<file path="src/rtl/tdm_demux_rx.sv">
// Receive side of a 1-bit TDM channel-sharing link: tracks slot position from
// frame_sync and commits all N_CH recovered channel bits at once at frame end.
module tdm_demux_rx #(
    parameter int N_CH   = 4,
    parameter int SLOT_W = 2
) (
    input  logic            clk,
    input  logic            reset,
    input  logic            data_in,
    input  logic            data_valid,
    input  logic            frame_sync,
    output logic [N_CH-1:0] ch_out,
    output logic            frame_done,
    output logic            sync_error,
    output logic            locked
);

    typedef enum logic {
        HUNT,
        RUN
    } state_t;

    localparam logic [SLOT_W-1:0] LAST_SLOT = SLOT_W'(N_CH - 1);
    localparam logic [SLOT_W-1:0] ONE       = SLOT_W'(1);

    state_t            state;
    logic [SLOT_W-1:0] slot;
    logic [N_CH-1:0]   shadow;

    assign locked = (state == RUN);

    // Pulses default low each cycle; stalled cycles leave every register untouched.
    always_ff @(posedge clk) begin
        if (reset) begin
            state      <= HUNT;
            slot       <= '0;
            shadow     <= '0;
            ch_out     <= '0;
            frame_done <= 1'b0;
            sync_error <= 1'b0;
        end else begin
            frame_done <= 1'b0;
            sync_error <= 1'b0;
            if (data_valid) begin
                case (state)
                    HUNT: begin
                        if (frame_sync) begin
                            shadow[0] <= data_in;
                            slot      <= ONE;
                            state     <= RUN;
                        end
                    end
                    RUN: begin
                        if (frame_sync) begin
                            // An early sync restarts the frame; the partial one is dropped.
                            if (slot != '0) begin
                                sync_error <= 1'b1;
                            end
                            shadow[0] <= data_in;
                            slot      <= ONE;
                        end else if (slot == '0) begin
                            sync_error <= 1'b1;
                            state      <= HUNT;
                        end else begin
                            shadow[slot] <= data_in;
                            if (slot == LAST_SLOT) begin
                                ch_out     <= {data_in, shadow[N_CH-2:0]};
                                frame_done <= 1'b1;
                                slot       <= '0;
                            end else begin
                                slot <= slot + ONE;
                            end
                        end
                    end
                    default: begin
                        state <= HUNT;
                    end
                endcase
            end
        end
    end

endmodule

</file>
<file path="config.mk">
export PLATFORM = sky130hd
export DESIGN_NAME = tdm_demux_rx
export DESIGN_NICKNAME = d
export VERILOG_FILES = /design/src/rtl/tdm_demux_rx.sv
export SDC_FILE = /design/constraint.sdc
export NUM_CORES = 1
export LEC_CHECK = 0
export CAP_MARGIN = 0
export CORE_MARGIN = 2
export CORE_UTILIZATION = 46
export CTS_BUF_LIST = sky130_fd_sc_hd__clkbuf_4 sky130_fd_sc_hd__clkbuf_8
export CTS_CLUSTER_DIAMETER = 150
export DETAILED_ROUTE_END_ITERATION = 10
export PLACE_DENSITY = 0.75
export SYNTH_ARGS = -nofsm -noshare
export SYNTH_HDL_FRONTEND = slang
export SYNTH_SLANG_ARGS = --single-unit
</file>
<file path="constraint.sdc">
create_clock -name clk -period 1.23 [get_ports clk]
set_clock_uncertainty 0.05 [all_clocks]
set_input_delay 0.246 -clock clk [delete_from_list [all_inputs] [get_ports clk]]
set_output_delay 0.246 -clock clk [all_outputs]
set_load 0.01 [all_outputs]
</file>
-- After elaboration in Yosys (flattened, before gate mapping)
Cells that the tools add are included.
- register bits: 13
- output and inout port bits: 7
- bitwise operators: 4
- $lt $le $gt $ge: 2
- muxes and demuxes: 20
- reduce and logical (&&, ||, !) cells: 8
- $add $sub $neg: 1
- equality and inequality tests: 3
- operator list (cell ; count):
    1-bit 2-to-1 mux ; 11
    2-bit 2-to-1 mux ; 4
    5-bit AND reduction ; 1
    5-bit OR reduction ; 1
    4-bit bitwise mux ; 1
    1-bit NOT ; 4
    1-bit one-hot mux with 2 select lines ; 2
    2-bit one-hot mux with 2 select lines ; 1
    4-bit AND reduction ; 1
    2-bit by 3-bit < comparator with 1-bit output, second input constant ; 1
    3-bit inequality test, second input constant ; 1
    3-bit AND reduction ; 1
    3-bit OR reduction ; 1
    2-bit by 1-bit adder with 2-bit output, second input constant ; 1
    1-bit demux with 2-bit select ; 1
    2-bit == test, second input constant ; 1
    2-bit by 1-bit greater-or-equal comparator with 1-bit output, second input constant ; 1
    2-bit logical NOT ; 1
    2-bit inequality test, second input constant ; 1
    2-bit nonzero test ; 1
    1-bit logical AND ; 1

-- Longest topological paths before layout
- word-level depth: 8
- depth in mapped cells: 5
- mapped depth without buffers: 5

-- Least setup slack after synthesis
No wires, ideal clock.
- path type: reg-to-reg
- from: register slot[0]
- to: register ch_out[3]
- library setup time: 0.119 ns
- buffers on the path: 0
- setup slack: -0.110 ns
- period minus slack after synthesis: 1.340 ns
- required time: 1.061 ns
- cell stages (with the launch flop): 6
- arrival time: 1.171 ns
- cell sequence: dfxtp_1 inv_1 ha_1 and4bb_2 nand2_4 mux2i_1
- cells in the longest elaborated chain, start to end: 3
- elaborated cells on any way between the ends: 4
- classes of those cells: eq/ne (1); bitwise (1); reduce/logical (2)
- RTL lines (element ; RTL line ; RTL):
    from (decl) ; 27 ; logic [SLOT_W-1:0] slot;
    from (signal assigned) ; 71 ; slot <= slot + ONE;
    2-bit logical NOT ; 61 ; end else if (slot == '0) begin
    1-bit NOT (no source line) ; - ;
    5-bit AND reduction (no source line) (*) ; - ;
    to (signal assigned) ; 67 ; ch_out <= {data_in, shadow[N_CH-2:0]};
    to (decl) ; 12 ; output logic [N_CH-1:0] ch_out,
Every way passes the cells marked *; elsewhere a longest branch is shown, timed or not.
A chain may end at the register's enable or synchronous reset.

-- Worst setup path after layout
- from: register slot[1]
- to: register ch_out[0]
Same word-level chain as after synthesis.

==> results.cfg <==
[placed_design]
place_ws_ns = -0.2327
place.detailed.instances = 94
dp_hpwl_um = 891.3
weighted_congestion_reported_at_the_end_of_routability_driven_placement = 0.8499
port_buffers = 11

[floorplanning]
die_area_um2 = 1604
placementRows = 12
initial_utilization_pct = 51.73
core_area_um2 = 1156
die_x_um = 40.06
die_h_um = 40.06
ioPinCount = 12

[synth]
post_synth.cell_area_avg_um2 = 9.804
synthCells = 61
synth-seq-cells = 12
yosys_warnings = 0
yosys.cell_types.count = 21
synth_nets = 71
synth-seq-area-share_pct = 40.17
post_synth_design_cell_area_um2 = 598.1

[grt]
grt_antenna_before_repair = 0
grt_remaining_overflow = 0
global_route_wire_length_before_repair_mm = 1.911
grt_pass1_vias = 449
grt_max_degree = 9
grt_usage_pct = 19.15

[clock_tree]
cts_root_buffer = sky130_fd_sc_hd__clkbuf_4
cts.htree.levels = 1
clockBufferDepth = 2
clkSlewWorstSetupHoldPaths_ns = 0.07
tritoncts.num_buffers = 3
ctsHoldBuffers = 0
worstSkewPairLatency_ns = 0.28
cts_sinks = 12
tritoncts = built

[sta]
unrepaired_setup_endpoints_after_global_routing = yes
slew_violations = 0
period_needed_ns = 1.242
finalSetupViolations = 5
setup_tns_after_final_layout_ns = -0.04854
final_number_of_hold_violating_endpoints = 0
fraction_of_the_cycle_the_final_worst_path_needs_pct = 101.0
fmax_mhz = 805.1
finalWorstSetupSlack_ns = -0.01212
whs_ns = 0.4066
timing.max_slew.rel_slack_pct = 84.79
worst_slew_pin_slew_ns = 0.2263

[run_status]
run_status = finished with violations
failed_checks = negative setup slack

[layout]
finalNonFillerCells = 99
n_antenna_cell = 0
final_cell_mix = 12 x sky130_fd_sc_hd__buf_4, 11 x sky130_fd_sc_hd__nand2b_1, 10 x sky130_fd_sc_hd__dfxtp_1
final_common_cell = sky130_fd_sc_hd__buf_4
synthToLayoutAreaGrowth_pct = 41.21
nFillCells = 89
drive_gt1_share_pct = 30.59
fin_nets = 97

[routing]
detail_route.wirelength_mm = 1.200
detail_route.wl_per_cell_um = 12.12
drtAntennaViolNets = 0
vias = 489
route.detailed.vias_per_inst = 4.939
drt_first_iter_violations = 8
drtPass1Iterations = 5
drt_drc_violations_left = 0

[power]
p_sw_share_pct = 24.65
total_power_uw = 766.1
cellInternalPower_uw = 577.3
reported_leakage_power_uw = 0.0004092
vdd_drop_max_mv = 0.5548
power_per_cell_area_nw_per_um2 = 907.1
seq_power_share_pct = 52.1
power.switching_uw = 188.8
combPwrFrac_pct = 15.4
power.share.clock_pct = 32.5

[hold_path]
holdPathEnd = shadow[0]$_SDFFE_PP0P_
hold_path.startpoint = shadow[0]$_SDFFE_PP0P_
min_path_cells = 2
hp-class = flip-flop to flip-flop

[setup_path]
critical_path_data_arrival_time_ns = 1.37
setup.worst_path.start_class = flip-flop
worstPathMaxFanout = 4
r2r-start = slot[1]$_SDFFE_PP0P_
crit_end_category = flip-flop
worst_setup_slack_for_register_to_register_paths_ns = -0.01
worstReg2RegEnd = ch_out[0]$_SDFFE_PP0P_
req_time_crit_path_ns = 1.35
r2r.worst_path.cells = 5
worst-setup-path-type = flip-flop to flip-flop

[flow_run]
max-cap-violations = 0
-- cell type report --
class | count | area, µm² | share of cell area, %
clock buffers | 3 | 22.52 | 2.667
inverters | 2 | 7.507 | 0.8889
multi-input cells | 45 | 362.8 | 42.96
flip-flops and latches | 12 | 242.7 | 28.74
well taps | 14 | 17.52 | 2.074
repair buffers | 23 | 191.4 | 22.67
-- worst max path at each step --
stage                                     from  depth (start not counted)                     end  slack [ns]
after floorplan           slot[0]$_SDFFE_PP0P_                          5  ch_out[3]$_SDFFE_PP0P_      -0.002
after global placement              frame_sync                          4  ch_out[2]$_SDFFE_PP0P_       -0.21
after detailed placement            frame_sync                          4  ch_out[0]$_SDFFE_PP0P_       -0.23
after CTS                 slot[1]$_SDFFE_PP0P_                          5  ch_out[0]$_SDFFE_PP0P_       -0.02
after global routing      slot[1]$_SDFFE_PP0P_                          5  ch_out[2]$_SDFFE_PP0P_       -0.06
final                     slot[1]$_SDFFE_PP0P_                          5  ch_out[0]$_SDFFE_PP0P_       -0.01
-- metal layers --
metal | global-route usage (%) | vias up | wire length [µm]
met2 | 31.05 | 9 | 561
met4 | 12.93 | 0 | 29
met1 | 20.74 | 221 | 553
met5 | 0 | - | 0
li1 | - | 254 | -
met3 | 6.667 | 5 | 56
-- stage by stage --
| stage | instance area [µm²] | utilization (%) |
|---|---|---|
| after floorplan | 613.1 | - |
| after global placement | 804.5 | 69.59 |
| after detailed placement | 804.5 | 69.59 |
| after CTS | 839.6 | 72.62 |
| after global routing | 844.6 | 73.05 |
| final | 844.6 | 73.05 |
-- flip-flops by register name (all words and copies together), names as in the netlist --
register	flops
ch_out	4
frame_done	1
locked	1
shadow	3
slot	2
sync_error	1
-- worst max-delay path: stages (launching register included) --
cell and delay (ns):
sky130_fd_sc_hd__dfxtp_2 0.34, sky130_fd_sc_hd__inv_2 0.05, sky130_fd_sc_hd__ha_4 0.15, sky130_fd_sc_hd__and4bb_2 0.33
sky130_fd_sc_hd__nand2_4 0.09, sky130_fd_sc_hd__mux2i_1 0.12
-- Yosys cell counts --
master / n / area share, %
sky130_fd_sc_hd__dfxtp_1: 12 / 40
sky130_fd_sc_hd__nand2b_1: 11 / 12
sky130_fd_sc_hd__mux2i_1: 7 / 12
sky130_fd_sc_hd__nand2_1: 7 / 4.4
sky130_fd_sc_hd__ha_1: 5 / 10
sky130_fd_sc_hd__a21oi_1: 2 / 1.7
sky130_fd_sc_hd__and4bb_2: 2 / 4.2
sky130_fd_sc_hd__inv_1: 2 / 1.3
sky130_fd_sc_hd__buf_4: 1 / 1.3
sky130_fd_sc_hd__clkbuf_1: 1 / 0.63
sky130_fd_sc_hd__nand2_4: 1 / 1.9
sky130_fd_sc_hd__nand3_1: 1 / 0.84
sky130_fd_sc_hd__nor2_1: 1 / 0.63
sky130_fd_sc_hd__nor2b_1: 1 / 1.0
sky130_fd_sc_hd__nor3_1: 1 / 0.84
sky130_fd_sc_hd__nor4_1: 1 / 1.0
sky130_fd_sc_hd__o211ai_1: 1 / 1.3
sky130_fd_sc_hd__o21a_1: 1 / 1.3
sky130_fd_sc_hd__o21bai_1: 1 / 1.3
sky130_fd_sc_hd__o31ai_1: 1 / 1.3
sky130_fd_sc_hd__xnor2_1: 1 / 1.5
-- power groups by stage --
stage	Clock [µW]	Sequential (µW)	Combinational [µW]
2_1_floorplan	0	413	49.6
5_1_grt	261	400	129
3_5_place_dp	0	409	109
4_1_cts	243	399	117
3_3_place_gp	0	408	108
6_report	249	399	118
-- logic make-up (layout without fill, tap and decap cells) --
kind of cell	after synthesis	in the layout	synth area share [%]
multiplexers	7	7	11.72
adder cells (fa/ha/maj)	5	5	10.46
XOR/XNOR	1	1	1.465
buffers and inverters	4	28	3.138
flip-flops	12	12	40.17
AO/OA/AOI/OAI	6	6	6.697
AND/OR/NAND/NOR	26	26	26.36
-- timing repair --
action                     CTS  global route
pin swaps                    1             1
gates resized for setup      8             2
setup buffers                2             0
setup endpoints to repair   15             8
Note: power is estimated with default switching activity, not from simulation.
